--- config.mk ---
export PLATFORM = sky130hd
export DESIGN_NAME = eth_tx_framer
export DESIGN_NICKNAME = d
export VERILOG_FILES = /design/src/rtl/eth_pkg.sv /design/src/rtl/eth_crc32_d8.sv /design/src/rtl/eth_tx_framer.sv
export SDC_FILE = /design/constraint.sdc
export NUM_CORES = 1
export LEC_CHECK = 0
export CAP_MARGIN = 5
export CORE_ASPECT_RATIO = 0.7
export CORE_MARGIN = 4
export CORE_UTILIZATION = 40
export CTS_CLUSTER_SIZE = 16
export DETAILED_ROUTE_END_ITERATION = 16
export PLACE_DENSITY = 0.69
export RECOVER_POWER = 50
export SLEW_MARGIN = 10
export SYNTH_ARGS = -nofsm -noshare
export SYNTH_HDL_FRONTEND = slang
export SYNTH_SLANG_ARGS = --single-unit
--- constraint.sdc ---
create_clock -name clk -period 8.6 [get_ports clk]
set_input_delay 0.86 -clock clk [delete_from_list [all_inputs] [get_ports clk]]
set_output_delay 0.86 -clock clk [all_outputs]
set_load 0.05 [all_outputs]
--- src/rtl/eth_pkg.sv ---
// Shared Ethernet framing constants, FSM state encoding and byte helpers
// for the MAC transmit and receive paths.
package eth_pkg;

    localparam int unsigned PAY_CNT_W = 11;
    localparam int unsigned SEQ_W     = 8;

    localparam logic [7:0]  ETH_PREAMBLE = 8'h55;
    localparam logic [7:0]  ETH_SFD      = 8'hD5;
    localparam logic [31:0] CRC_POLY     = 32'hEDB88320;
    localparam logic [31:0] CRC_INIT     = 32'hFFFFFFFF;
    localparam logic [31:0] CRC_RESIDUE  = 32'hDEBB20E3;

    typedef enum logic [3:0] {
        ST_IDLE,
        ST_PREAMBLE,
        ST_SFD,
        ST_DST,
        ST_SRC,
        ST_TYPE,
        ST_PAYLOAD,
        ST_PAD,
        ST_FCS,
        ST_DRAIN,
        ST_IFG
    } eth_state_e;

    // Byte idx of a MAC address, most significant byte first.
    function automatic logic [7:0] mac_byte(input logic [47:0] mac, input logic [SEQ_W-1:0] idx);
        logic [47:0] sh;
        sh = mac << (32'(idx) * 32'd8);
        return sh[47:40];
    endfunction

endpackage

--- src/rtl/eth_crc32_d8.sv ---
// Combinational byte-wise reflected CRC-32 step, shared by tx framer and rx checker.
module eth_crc32_d8
    import eth_pkg::*;
(
    input  logic [31:0] crc_in,
    input  logic [7:0]  data,
    output logic [31:0] crc_out
);

    always_comb begin
        logic [31:0] c;
        c = crc_in ^ {24'h0, data};
        for (int i = 0; i < 8; i++) begin
            c = c[0] ? ((c >> 1) ^ CRC_POLY) : (c >> 1);
        end
        crc_out = c;
    end

endmodule

--- src/rtl/eth_tx_framer.sv ---
// Ethernet transmit framer: wraps a payload stream with preamble, header,
// zero-pad and FCS onto a GMII-style byte interface, then enforces the IFG.
module eth_tx_framer
    import eth_pkg::*;
#(
    parameter int unsigned MIN_PAYLOAD = 46,
    parameter int unsigned MAX_PAYLOAD = 1500,
    parameter int unsigned IFG_BYTES   = 12
) (
    input  logic        clk,
    input  logic        reset,
    input  logic [47:0] mac_address,
    input  logic [47:0] dst_mac,
    input  logic [15:0] ethertype,
    input  logic [7:0]  s_data,
    input  logic        s_valid,
    input  logic        s_last,
    output logic        s_ready,
    output logic [7:0]  tx_data,
    output logic        tx_en,
    output logic        tx_er,
    output logic        busy,
    output logic        frame_done,
    output logic        underrun,
    output logic        oversize
);

    eth_state_e             state_q, state_d;
    logic [SEQ_W-1:0]       seq_q, seq_d;
    logic [PAY_CNT_W-1:0]   pay_q, pay_d, pay_inc;
    logic [47:0]            dst_q, dst_d;
    logic [15:0]            type_q, type_d;
    logic                   drain_q, drain_d;
    logic [31:0]            crc_q, crc_next;
    logic                   crc_init_c, crc_en_c;
    logic                   fcs_end_q, fcs_end_d;

    logic [7:0] tx_data_q, tx_data_d;
    logic       tx_en_q, tx_en_d, tx_er_q, tx_er_d;
    logic       s_ready_q, s_ready_d, busy_q, busy_d;
    logic       frame_done_q, frame_done_d, underrun_q, underrun_d, oversize_q, oversize_d;

    assign pay_inc = pay_q + PAY_CNT_W'(1);

    always_ff @(posedge clk) begin
        if (reset) state_q <= ST_IDLE;
        else       state_q <= state_d;
    end

    // Sequencing: per-state byte counter and payload length.
    always_comb begin
        state_d = state_q;
        seq_d   = seq_q;
        pay_d   = pay_q;
        dst_d   = dst_q;
        type_d  = type_q;
        drain_d = drain_q;
        case (state_q)
            ST_IDLE: if (s_valid) begin
                state_d = ST_PREAMBLE;
                seq_d   = SEQ_W'(1);
                pay_d   = '0;
                dst_d   = dst_mac;
                type_d  = ethertype;
                drain_d = 1'b0;
            end
            ST_PREAMBLE: begin
                seq_d = seq_q + SEQ_W'(1);
                if (seq_q == SEQ_W'(6)) begin state_d = ST_SFD; seq_d = '0; end
            end
            ST_SFD: begin state_d = ST_DST; seq_d = '0; end
            ST_DST, ST_SRC: begin
                seq_d = seq_q + SEQ_W'(1);
                if (seq_q == SEQ_W'(5)) begin
                    state_d = (state_q == ST_DST) ? ST_SRC : ST_TYPE;
                    seq_d   = '0;
                end
            end
            ST_TYPE: begin
                seq_d = seq_q + SEQ_W'(1);
                if (seq_q == SEQ_W'(1)) begin state_d = ST_PAYLOAD; seq_d = '0; end
            end
            ST_PAYLOAD: begin
                if (!s_valid) begin
                    // The error cycle itself counts toward the idle gap.
                    state_d = ST_IFG;
                    seq_d   = SEQ_W'(1);
                end else begin
                    pay_d = pay_inc;
                    if (s_last) begin
                        state_d = (pay_inc < PAY_CNT_W'(MIN_PAYLOAD)) ? ST_PAD : ST_FCS;
                        seq_d   = '0;
                    end else if (pay_inc == PAY_CNT_W'(MAX_PAYLOAD)) begin
                        state_d = ST_FCS;
                        seq_d   = '0;
                        drain_d = 1'b1;
                    end
                end
            end
            ST_PAD: begin
                pay_d = pay_inc;
                if (pay_inc == PAY_CNT_W'(MIN_PAYLOAD)) begin state_d = ST_FCS; seq_d = '0; end
            end
            ST_FCS: begin
                seq_d = seq_q + SEQ_W'(1);
                if (seq_q == SEQ_W'(3)) begin
                    state_d = drain_q ? ST_DRAIN : ST_IFG;
                    seq_d   = '0;
                end
            end
            ST_DRAIN: if (s_valid && s_last) begin state_d = ST_IFG; seq_d = '0; end
            ST_IFG: begin
                seq_d = seq_q + SEQ_W'(1);
                if (seq_q == SEQ_W'(IFG_BYTES - 1)) begin state_d = ST_IDLE; seq_d = '0; end
            end
            default: state_d = ST_IDLE;
        endcase
    end

    // Byte emission, CRC control and status pulses, registered below.
    always_comb begin
        logic [31:0] fcs;
        fcs          = ~crc_q;
        tx_data_d    = 8'h00;
        tx_en_d      = 1'b0;
        tx_er_d      = 1'b0;
        crc_init_c   = 1'b0;
        crc_en_c     = 1'b0;
        underrun_d   = 1'b0;
        oversize_d   = 1'b0;
        fcs_end_d    = 1'b0;
        frame_done_d = fcs_end_q;
        s_ready_d    = (state_d == ST_PAYLOAD) || (state_d == ST_DRAIN);
        busy_d       = (state_d != ST_IDLE);
        case (state_q)
            ST_IDLE: if (s_valid) begin
                tx_en_d    = 1'b1;
                tx_data_d  = ETH_PREAMBLE;
                crc_init_c = 1'b1;
            end
            ST_PREAMBLE: begin tx_en_d = 1'b1; tx_data_d = ETH_PREAMBLE; end
            ST_SFD:      begin tx_en_d = 1'b1; tx_data_d = ETH_SFD; end
            ST_DST: begin tx_en_d = 1'b1; crc_en_c = 1'b1; tx_data_d = mac_byte(dst_q, seq_q); end
            ST_SRC: begin tx_en_d = 1'b1; crc_en_c = 1'b1; tx_data_d = mac_byte(mac_address, seq_q); end
            ST_TYPE: begin
                tx_en_d   = 1'b1;
                crc_en_c  = 1'b1;
                tx_data_d = (seq_q == '0) ? type_q[15:8] : type_q[7:0];
            end
            ST_PAYLOAD: begin
                if (s_valid) begin
                    tx_en_d    = 1'b1;
                    crc_en_c   = 1'b1;
                    tx_data_d  = s_data;
                    oversize_d = !s_last && (pay_inc == PAY_CNT_W'(MAX_PAYLOAD));
                end else begin
                    tx_er_d    = 1'b1;
                    underrun_d = 1'b1;
                end
            end
            ST_PAD: begin tx_en_d = 1'b1; crc_en_c = 1'b1; end
            ST_FCS: begin
                tx_en_d   = 1'b1;
                tx_data_d = 8'(fcs >> {seq_q[1:0], 3'b000});
                fcs_end_d = (seq_q == SEQ_W'(3));
            end
            default: ;
        endcase
    end

    eth_crc32_d8 u_crc (
        .crc_in  (crc_q),
        .data    (tx_data_d),
        .crc_out (crc_next)
    );

    always_ff @(posedge clk) begin
        if (reset) begin
            seq_q        <= '0;
            pay_q        <= '0;
            dst_q        <= '0;
            type_q       <= '0;
            drain_q      <= 1'b0;
            crc_q        <= CRC_INIT;
            fcs_end_q    <= 1'b0;
            tx_data_q    <= 8'h00;
            tx_en_q      <= 1'b0;
            tx_er_q      <= 1'b0;
            s_ready_q    <= 1'b0;
            busy_q       <= 1'b0;
            frame_done_q <= 1'b0;
            underrun_q   <= 1'b0;
            oversize_q   <= 1'b0;
        end else begin
            seq_q        <= seq_d;
            pay_q        <= pay_d;
            dst_q        <= dst_d;
            type_q       <= type_d;
            drain_q      <= drain_d;
            fcs_end_q    <= fcs_end_d;
            if (crc_init_c)    crc_q <= CRC_INIT;
            else if (crc_en_c) crc_q <= crc_next;
            tx_data_q    <= tx_data_d;
            tx_en_q      <= tx_en_d;
            tx_er_q      <= tx_er_d;
            s_ready_q    <= s_ready_d;
            busy_q       <= busy_d;
            frame_done_q <= frame_done_d;
            underrun_q   <= underrun_d;
            oversize_q   <= oversize_d;
        end
    end

    assign s_ready    = s_ready_q;
    assign tx_data    = tx_data_q;
    assign tx_en      = tx_en_q;
    assign tx_er      = tx_er_q;
    assign busy       = busy_q;
    assign frame_done = frame_done_q;
    assign underrun   = underrun_q;
    assign oversize   = oversize_q;

endmodule

Word level (Yosys, flattened, before mapping)
Cells that the tools add are included.
{"block": "word_totals", "ram_bits": 0, "latch_bits": 0, "output_inout_bits": 15, "wordCells": 134, "memories": 0, "rom_bits": 0, "ff_bits": 135}
{"block": "classes", "n_div": 0, "eq_ne": 26, "bitwise_logic": 13, "n_reduce_logical": 22, "n_shift": 3, "addsub": 2, "multipliers": 0, "muxes": 52, "magnitude_cmp": 1}
{"op": "$mux W32", "n": 8}
{"op": "$not A13 Y14", "n": 8}
{"op": "$mux W8", "n": 13}
{"op": "$shl A48 B11 Y48", "n": 2}
{"op": "$pmux W8 S10", "n": 1}
{"op": "$pmux W8 S8", "n": 1}
{"op": "$mux W4", "n": 12}
{"op": "$pmux W4 S10", "n": 1}
{"op": "$pmux W11 S3", "n": 1}
{"op": "$not A32 Y32", "n": 1}
{"op": "$shr A32 B5 Y8", "n": 1}
{"op": "$xor A32 B8 Y32", "n": 1}
{"op": "$mux W11", "n": 2}
{"op": "$eq A4 B3 Y1 const B", "n": 5}
{"op": "$eq A4 B4 Y1 const B", "n": 4}
{"op": "$eq A8 B3 Y1 const B", "n": 2}
{"op": "$ne A2 B2 Y1 const B", "n": 6}
{"op": "$add A11 B1 Y11 const B", "n": 1}
{"op": "$eq A11 B11 Y1 const B", "n": 1}
{"op": "$eq A11 B6 Y1 const B", "n": 1}
{"op": "$lt A11 B6 Y1 const B", "n": 1}
{"op": "$reduce_and A5 Y1", "n": 2}
{"op": "$reduce_bool A10 Y1", "n": 1}
{"op": "$reduce_or A2 Y1", "n": 5}
{"op": "other kinds (25)", "n": 38}

Logic depth before layout (Yosys ltp)
{"block": "logic_depth", "ltp_word": 20, "depth_mapped": 13, "mapped_depth_nobuf": 11}

By module
Synthesis repeated with hierarchy kept, for this count alone.
{"block": "hier_totals", "cells_unflattened": 928, "area_unflattened_um2": 8071.5}
{"module": "eth_tx_framer", "seq_area_each_um2": 2702.6, "area_each_um2": 7149.4, "cells_each": 865, "instances": 1}
{"module": "eth_crc32_d8", "seq_area_each_um2": 0.0, "area_each_um2": 922.1, "cells_each": 63, "instances": 1}

Worst setup path before layout
No wires, ideal clock.
{"block": "synth_path", "kind": "register to register", "startpoint": "register seq_q[1]", "endpoint": "register crc_q[19]", "required_ps": 8473, "path_slack_ps": 5240, "path_buffers": 2, "arrival_ps": 3233, "path_stages_with_launch": 14, "setup_ps": 127, "cell_sequence": "dfxtp_1 > buf_2 > buf_2 > inv_1 > ha_1 > or3b_2 > o21ai_0 > a21oi_1 > nor4_4 > xnor2_4 > xnor3_2 > xnor3_1 > xor2_1 > o21ai_1"}
{"block": "synth_via", "elab_chain_cells": 17}
{"element": "start: declaration", "line_no": "eth_tx_framer.sv:29", "rtl": "logic [SEQ_W-1:0] seq_q, seq_d;"}
{"element": "start signal: assignment", "line_no": "eth_tx_framer.sv:195", "rtl": "seq_q <= seq_d;"}
{"element": "branches (longest 2 deep; another with $shl A48 B11 Y48)"}
{"element": "$pmux W8 S8 (*)", "line_no": "eth_tx_framer.sv:135", "rtl": "case (state_q)"}
{"element": "$xor A32 B8 Y32 (*)", "line_no": "eth_crc32_d8.sv:12", "rtl": "c = crc_in ^ {24'h0, data};"}
{"element": "$mux W32 (*) (2 in a row)", "line_no": "eth_crc32_d8.sv:14", "rtl": "c = c[0] ? ((c >> 1) ^ CRC_POLY) : (c >> 1);"}
{"element": "$not A13 Y14 (no source line)"}
{"element": "$mux W32 (*)", "line_no": "eth_crc32_d8.sv:14"}
{"element": "$not A13 Y14 (no source line)"}
{"element": "$mux W32 (*) (2 in a row)", "line_no": "eth_crc32_d8.sv:14"}
{"element": "$not A13 Y14 (no source line)"}
{"element": "$mux W32 (*)", "line_no": "eth_crc32_d8.sv:14"}
{"element": "$not A13 Y14 (no source line)"}
{"element": "$mux W32 (*)", "line_no": "eth_crc32_d8.sv:14"}
{"element": "$not A13 Y14 (no source line)"}
{"element": "$mux W32 (*)", "line_no": "eth_crc32_d8.sv:14"}
{"element": "end signal: assignment", "line_no": "eth_tx_framer.sv:202", "rtl": "else if (crc_en_c) crc_q <= crc_next;"}
{"element": "end: declaration", "line_no": "eth_tx_framer.sv:34", "rtl": "logic [31:0] crc_q, crc_next;"}
Every way passes the cells marked *.
A chain may end at the register's enable or synchronous reset.

Worst setup path after layout
{"block": "layout_path", "startpoint": "input port s_valid", "endpoint": "register crc_q[25]"}
{"block": "layout_via", "elab_chain_cells": 15}
{"element": "start: declaration", "line_no": "eth_tx_framer.sv:16", "rtl": "input logic s_valid,"}
{"element": "$mux W8", "line_no": "eth_tx_framer.sv:151", "rtl": "if (s_valid) begin"}
{"element": "$pmux W8 S8", "line_no": "eth_tx_framer.sv:135"}
{"element": "$xor A32 B8 Y32", "line_no": "eth_crc32_d8.sv:12"}
{"element": "$mux W32 (2 in a row)", "line_no": "eth_crc32_d8.sv:14"}
{"element": "$not A13 Y14 (no source line)"}
{"element": "$mux W32", "line_no": "eth_crc32_d8.sv:14"}
{"element": "$not A13 Y14 (no source line)"}
{"element": "$mux W32 (2 in a row)", "line_no": "eth_crc32_d8.sv:14"}
{"element": "$not A13 Y14 (no source line)"}
{"element": "$mux W32", "line_no": "eth_crc32_d8.sv:14"}
{"element": "$not A13 Y14 (no source line)"}
{"element": "$mux W32 (2 in a row)", "line_no": "eth_crc32_d8.sv:14"}
Several ways; a longest one is shown, not always the timed one.

==> reports/qor.csv <==
metric;value;unit
crit_type;in -> reg;
period_needed;5.12;ns
cpPeakStageDelay;2.03;ns
cts_buffers;17;
grt_usage;21.7;%
r2r_slack;3.82;ns
seqPwrFrac;38.5;%
dpl.hpwl;17400;um
total_power;1.72;mW
hold_slack;0.443;ns
r2r-end;crc_q[25];
hold_path_depth;1;
p_leak;3.69;nW
hold_class;reg -> reg;
io_buffers;138;
setup_viol;0;
synth-seq-cells;135;
wire_per_inst;18.6;um
rr_worst_depth;8;
crit_path_end;crc_q[25];
ir_drop;0.000136;V
clock_path_buffers;2;
antenna_left;0;
cts.clk_slew.worst_paths;0.06;ns
synthToLayoutAreaGrowth;26.8;%
drv_slew;139;
hold_viol;0;
final.period_utilization;59.6;%
post_cts_buffers;0;
setup-tns-final;0;ns
slew_headroom;-127;%
initialDrtViolationCount;919;
p_clk_share;45.7;%
fmax;195;MHz
die_h;126;um
synth_top_area_share;34.2;%
placed_cells;1262;
final_cell_area;0.0100;mm2
dr_total_vias;7212;
pre_cts_slack;4.48;ns
synth.distinct_cells;87;
grt_pass1_vias;6786;
drt_drc_violations_left;0;
grt_max_degree;73;
final_nets;1148;
run_status;complete, but fails checks;
ys_async_sr_fraction;0;%
viasPerCell;5.57;
cts_sinks;135;
post_cts_resized;0;
drt_first_pass_iters;5;
startpoint;s_valid;
drive_above_1_share;10.3;%
worst_clock_skew;0.0109;ns
maxCapViolCount;2;
die_area;0.0221;mm2
power.density;171;mW/mm2
synthTopCellsByArea;dfxtp_1 34%, nand2_1 8.7%, a21oi_1 6.5%;
p_int;1.27;mW
synth_ff_type;dfxtp_1;
netSwitchingFraction;26.1;%
synth_area;0.00791;mm2
start_kind;primary input;
crit_chain;dlygate4sd3_1 -> inv_1 -> nor2_4 -> clkbuf_1 -> nor2_2 -> nand2_1 -> nor2_1 -> a21oi_1;
place_area;0.00941;mm2
start_util;41.2;%
rows;42;
grt_pass1_wl;38100;um
power_frac_comb;15.7;%
yosysSeqAreaShare;34.2;%
cp.required;8.96;ns
violations;max-capacitance violations, max-slew violations;
grt_setup_unrepaired;false;
core;0.0192;mm2
synth_edf_count;0;
p_switching;449;uW
ios;139;
gr-total-overflow;0;
cp_max_fo;65;
antenna_found_initial;2;
final_cells;1295;
layout_setup_ws;3.48;ns
ctsHoldBuffers;0;
worst_pin_slew;3.41;ns
synth_cells;917;
yosysWarnings;0;
netlist.top_cell.by_area;dfxtp_1;
nFillCells;1775;
syn-mean-instance-area;8.62;um2
place_congestion;0.927;
fp.dieW;176;um
r2r_start;state_q[1];
syn-num-nets;1048;
post-route-util;52.3;%
routed_wl;24100;um
htreeDepth;4;
clk-insertion-delay-late;0.43;ns
cp.arrival;5.48;ns
crit_path_end_kind;register;
crit_slowest_cell;clkbuf_1;
cts_root_buf;clkbuf_16;
cts_tree;done;
-- cells by family (layout without fill, tap and decap cells) --
group                      count (synthesis)  after routing  share of synthesized area (%)
and+or+nand+nor                          345            345                           20.7
AOI/OAI and AO/OA                        229            229                           19.4
DFF                                      135            135                           34.2
buffers and inverters                     80            193                           4.37
xor gates and xnor gates                  76             76                           11.4
muxes                                     45             45                           8.81
adders and majority gates                  7              7                           1.11
other                                      0              1                              0
-- metal layers --
metal	part of all wire (%)	global-route usage (%)	up-vias
met5	0.054	0	-
met4	1.2	4.81	2
met3	8.0	5.24	24
met2	44	31.9	289
met1	47	32.3	3432
li1	-	-	3465
-- power groups by stage --
stage,combinational (mW),clock (mW),sequential (mW)
5_1_grt,0.291,0.827,0.664
3_5_place_dp,0.267,0,0.675
4_1_cts,0.269,0.796,0.662
2_1_floorplan,0.160,0,0.677
6_report,0.270,0.785,0.662
3_3_place_gp,0.265,0,0.675
-- area by class of cell --
cell class	instances	area [um2]	share of cell area [%]
repair buffers	147	1440	14.3
flip-flops and latches	135	2700	27.0
inverters	14	52.6	0.524
clock inverters	14	199	1.98
multi-input cells	702	4870	48.6
diodes	1	2.50	0.0250
well taps	264	330	3.29
clock buffers	18	429	4.28
-- registers in the layout, indices dropped and copies added (netlist names), 4 cells and up --
register  cells
type_q       16
pay_q        11
dst_q        48
state_q       4
seq_q         8
crc_q        32
tx_data       8
-- synthesized netlist by cell type (all sizes together), types with 4 or more instances --
library cell,count
a31oi,5
nor2b,9
mux2i,19
a21o,6
a21oi,102
clkbuf,41
o21ai,30
a2bb2oi,4
nor4b,4
xnor3,7
a211oi,8
xnor2,52
dfxtp,135
buf,25
nand3,21
inv,14
nand2,183
xor2,15
mux4,19
o22ai,4
nor2,59
and2,7
and3,4
ha,7
o211ai,22
nand2b,6
nor3,19
o221ai,12
mux2,7
a221oi,6
nor4,9
a21boi,4
-- cells in the final DEF (no fill, tap or decap), types with 9 or more instances in the layout --
master,count
clkdlybuf4s50_1,121
dlygate4sd3_1,16
mux2i_1,19
nand3_1,20
nor2b_1,9
xor2_1,14
o21ai_0,24
o211ai_1,20
dfxtp_1,135
a21oi_1,102
xnor2_1,43
nor2_1,57
inv_1,13
o221ai_1,11
mux4_2,19
nand2_1,183
nor3_1,18
clkbuf_16,17
-- how the worst min path moves through the flow --
| stage | startpoint | end | slack (ns) |
|---|---|---|---|
| 6_report | fcs_end_q | frame_done | 0.44 |
| 3_5_place_dp | fcs_end_q | frame_done | 0.43 |
| 3_3_place_gp | fcs_end_q | frame_done | 0.42 |
| 5_1_grt | fcs_end_q | frame_done | 0.47 |
| 2_1_floorplan | fcs_end_q | frame_done | 0.41 |
| 4_1_cts | fcs_end_q | frame_done | 0.44 |
-- worst max-delay path: cells and delay by family --
family	cells	cell delay [ns]
AO/OA/AOI/OAI	1	0.12
buffers and inverters	3	3.13
AND/OR/NAND/NOR	4	1.32
(Power assumes the default switching activity.)
==> RTL change 1: new RTL, same settings <==
The 11 states of `eth_state_e` get a one-hot encoding in 11 bits.
--- a/src/rtl/eth_pkg.sv
+++ b/src/rtl/eth_pkg.sv
@@ -12,16 +12,16 @@
     localparam logic [31:0] CRC_RESIDUE  = 32'hDEBB20E3;
 
-    typedef enum logic [3:0] {
-        ST_IDLE,
-        ST_PREAMBLE,
-        ST_SFD,
-        ST_DST,
-        ST_SRC,
-        ST_TYPE,
-        ST_PAYLOAD,
-        ST_PAD,
-        ST_FCS,
-        ST_DRAIN,
-        ST_IFG
+    typedef enum logic [10:0] {
+        ST_IDLE     = 11'b00000000001,
+        ST_PREAMBLE = 11'b00000000010,
+        ST_SFD      = 11'b00000000100,
+        ST_DST      = 11'b00000001000,
+        ST_SRC      = 11'b00000010000,
+        ST_TYPE     = 11'b00000100000,
+        ST_PAYLOAD  = 11'b00001000000,
+        ST_PAD      = 11'b00010000000,
+        ST_FCS      = 11'b00100000000,
+        ST_DRAIN    = 11'b01000000000,
+        ST_IFG      = 11'b10000000000
     } eth_state_e;
 
Check against the original RTL: same outputs for any inputs over 10 cycles, from zero or initial values and one cycle with reset high; not proved beyond that.
==> RTL change 1 against the unedited design <==
- area after synthesis is 0.82% higher
- sequential cell count is 7 higher
- utilization is 0.40 points higher
- count of clock-buffer cells in the layout is 1 higher
- sequential power is 5.7% higher
- fmax is 0.89% lower
- routed wire length is 7.0% higher
- total power is 8.9% higher
- final cell count is 3.1% higher
- cell area is 1.0% higher
- critical path type unchanged
- register-to-register slack worse by 290 ps
- the flow still finishes with violations (capacitance limit, slew limit)
- sequential share of layout area is 1.1 points higher
- setup slack worse by 46 ps
==> RTL change 1: results (changes against the unedited design) <==
{
  "max-cap-violations": {"value": 4, "change": "was 2"},
  "failed_checks": {"value": "capacitance limit, slew limit", "change": "unchanged"},
  "crit_arrival": {"value": 5470, "unit": "ps", "change": "was 5480 ps"},
  "first_global_vias": {"value": 7132, "change": "was 6786"},
  "drv_slew": {"value": 200, "change": "was 139"},
  "final.period_utilization": {"value": 0.601, "change": "was 0.596"},
  "routedWlPerCell": {"value": 19.3, "unit": "um", "change": "was 18.6 um"},
  "fin_worst_skew": {"value": 9.71, "unit": "ps", "change": "was 10.9 ps"},
  "max-vdd-ir-drop": {"value": 0.000138, "unit": "V", "change": "was 0.000136 V"},
  "grt_use_met1": {"value": 0.339, "change": "was 0.323"},
  "power.share.sequential": {"value": 0.374, "change": "was 0.385"},
  "synthTopCellsByCount": {"value": "180 x sky130_fd_sc_hd__nand2_1, 142 x sky130_fd_sc_hd__dfxtp_1, 111 x sky130_fd_sc_hd__a21oi_1", "change": "was 183 x sky130_fd_sc_hd__nand2_1, 135 x sky130_fd_sc_hd__dfxtp_1, 102 x sky130_fd_sc_hd__a21oi_1"},
  "outcome": {"value": "complete, but fails checks", "change": "unchanged"},
  "place.detailed.hpwl": {"value": 18700, "unit": "um", "change": "was 17400 um"},
  "synth.area.mux_share": {"value": 0.0904, "change": "was 0.0881"},
  "grt_util_all_layers": {"value": 0.227, "change": "was 0.217"},
  "power_switching": {"value": 503, "unit": "uW", "change": "was 449 uW"},
  "worst_setup_slack_after_placement": {"value": 4050, "unit": "ps", "change": "was 4480 ps"},
  "worst_slew_margin_rel": {"value": -1.09, "change": "was -1.27"},
  "hold_path.startpoint": {"value": "dst_q[0]$_SDFFE_PP0P_", "change": "was fcs_end_q$_SDFF_PP0_"},
  "min_delay_path_depth": {"value": 2, "change": "was 1"},
  "route.layer.met1.wl": {"value": 11800, "unit": "um", "change": "was 11200 um"},
  "gpl.final_weighted_congestion": {"value": 0.966, "change": "was 0.927"},
  "diodes": {"value": 0, "change": "was 1"},
  "initial_utilization": {"value": 0.415, "change": "was 0.412"},
  "synth.area.top_cells": {"value": "sky130_fd_sc_hd__dfxtp_1 36%, sky130_fd_sc_hd__nand2_1 8.5%, sky130_fd_sc_hd__a21oi_1 7.0%", "change": "was sky130_fd_sc_hd__dfxtp_1 34%, sky130_fd_sc_hd__nand2_1 8.7%, sky130_fd_sc_hd__a21oi_1 6.5%"}
}
==> RTL change 1: changes by cell type after synthesis, sizes merged, moves of 13 or more <==
cell    change
xor2       +26
nor2       +20
xnor2      -19
o21ai      +16
nand4      +15
o211ai     -13
==> RTL change 1: final cells by class <==
class | instances | area share
Sequential cell | 142 | 0.281
Inverter | 5 | 0.00185
Timing Repair Buffer | 149 | 0.143
Multi-Input combinational cell | 744 | 0.477
Tap cell | 264 | 0.0326
Clock buffer | 19 | 0.0447
Clock inverter | 12 | 0.0205
==> RTL change 1: worst max-delay path, cell delays in order <==
cell                            delay (ps)
sky130_fd_sc_hd__dlygate4sd3_1         700
sky130_fd_sc_hd__nand2_2               100
sky130_fd_sc_hd__clkbuf_1             2190
sky130_fd_sc_hd__nand2b_1             1040
sky130_fd_sc_hd__nor4_1                480
sky130_fd_sc_hd__nor3_1                 90
==> RTL change 2: new RTL, same flow settings <==
Made on the original files. `SEQ_W`: 8 -> 10.
--- a/src/rtl/eth_pkg.sv
+++ b/src/rtl/eth_pkg.sv
@@ -4,5 +4,5 @@
 
     localparam int unsigned PAY_CNT_W = 11;
-    localparam int unsigned SEQ_W     = 8;
+    localparam int unsigned SEQ_W     = 10;
 
     localparam logic [7:0]  ETH_PREAMBLE = 8'h55;
Behaviour: same outputs for any inputs over 10 cycles, from zero or initial values and one cycle with reset high; that may be too few to reach the edited logic, so the function may still have changed.
==> RTL change 2 against the unedited design <==
- the run still ends with capacitance limit, slew limit left
- routed wire length grew 2.5%
- setup slack better by 360 ps
- cell area is 1.9% higher
- sequential cell count increased by 2
- via count rose by 4.3%
- area after synthesis increased by 3.7%
- critical endpoint is now tx_data[6]$_SDFF_PP0_
- critical path depth down 5
- total power down 3.4%
==> RTL change 2: results (changes against the unedited design) <==
{
  "placed_cells_incl_taps": {"value": 1324, "change": "was 1262"},
  "failed_checks": {"value": "capacitance limit, slew limit", "change": "unchanged"},
  "r2r-end": {"value": "crc_q[13]$_SDFFE_PP1P_", "change": "was crc_q[25]$_SDFFE_PP1P_"},
  "fin_worst_skew": {"value": 7.55, "unit": "ps", "change": "was 10.9 ps"},
  "worstSetupStartpoint": {"value": "reset", "change": "was s_valid"},
  "synth.area.top_cells": {"value": "sky130_fd_sc_hd__dfxtp_1 33%, sky130_fd_sc_hd__nand2_1 9.9%, sky130_fd_sc_hd__a21oi_1 7.0%", "change": "was sky130_fd_sc_hd__dfxtp_1 34%, sky130_fd_sc_hd__nand2_1 8.7%, sky130_fd_sc_hd__a21oi_1 6.5%"},
  "max-cap-violations": {"value": 3, "change": "was 2"},
  "routed-wl-met2": {"value": 11100, "unit": "um", "change": "was 10600 um"},
  "synthTopCellsByCount": {"value": "217 x sky130_fd_sc_hd__nand2_1, 137 x sky130_fd_sc_hd__dfxtp_1, 114 x sky130_fd_sc_hd__a21oi_1", "change": "was 183 x sky130_fd_sc_hd__nand2_1, 135 x sky130_fd_sc_hd__dfxtp_1, 102 x sky130_fd_sc_hd__a21oi_1"},
  "top_layer_used": {"value": "met4", "change": "was met5"},
  "yosys.area_share.adder": {"value": 0.0107, "change": "was 0.0111"},
  "worst_hold_slack": {"value": 452, "unit": "ps", "change": "was 443 ps"},
  "max-vdd-ir-drop": {"value": 0.000133, "unit": "V", "change": "was 0.000136 V"},
  "outcome": {"value": "complete, but fails checks", "change": "unchanged"},
  "gpl.final_weighted_congestion": {"value": 0.907, "change": "was 0.927"},
  "drv_slew": {"value": 174, "change": "was 139"},
  "synth-seq-area-share": {"value": 0.334, "change": "was 0.342"},
  "timing.critical_path.to": {"value": "tx_data[6]$_SDFF_PP0_", "change": "was crc_q[25]$_SDFFE_PP1P_"},
  "drive_gt1_frac": {"value": 0.0939, "change": "was 0.103"},
  "placed_area": {"value": 9660, "unit": "um^2", "change": "was 9410 um^2"},
  "worst-r2r-setup-slack": {"value": 4220, "unit": "ps", "change": "was 3820 ps"},
  "grt_util_met3": {"value": 0.0531, "change": "was 0.0524"},
  "synthCells": {"value": 981, "change": "was 917"},
  "post_layout_nonfiller_instances": {"value": 1356, "change": "was 1295"},
  "crit_arrival": {"value": 4880, "unit": "ps", "change": "was 5480 ps"}
}
-- RTL change 2: cells by family (layout without fill, tap and decap cells) --
| logic type | Yosys count | in the layout |
|---|---|---|
| fa+ha+maj | 7 | 7 |
| flops | 137 | 137 |
| mux | 31 | 31 |
| buf+inv | 94 | 199 |
| xor+xnor | 66 | 66 |
| compound gates | 259 | 259 |
| simple gates | 387 | 387 |
-- RTL change 2: area by class of cell --
type | instances | area [um^2] | share of cell area
clock buffer | 18 | 439 | 0.0430
clock inverter | 14 | 135 | 0.0132
inverter | 16 | 60.1 | 0.00588
multi-input combinational | 750 | 5040 | 0.493
sequential | 137 | 2740 | 0.268
tap | 270 | 338 | 0.0331
timing repair buffer | 151 | 1470 | 0.143
-- RTL change 2: power by group --
| part | total [uW] | internal [uW] | switching (uW) | leakage, uW |
|---|---|---|---|---|
| Combinational | 269 | 129 | 140 | 0.00230 |
| Clock | 721 | 412 | 309 | 0.000276 |
| Sequential | 668 | 657 | 11.2 | 0.00112 |
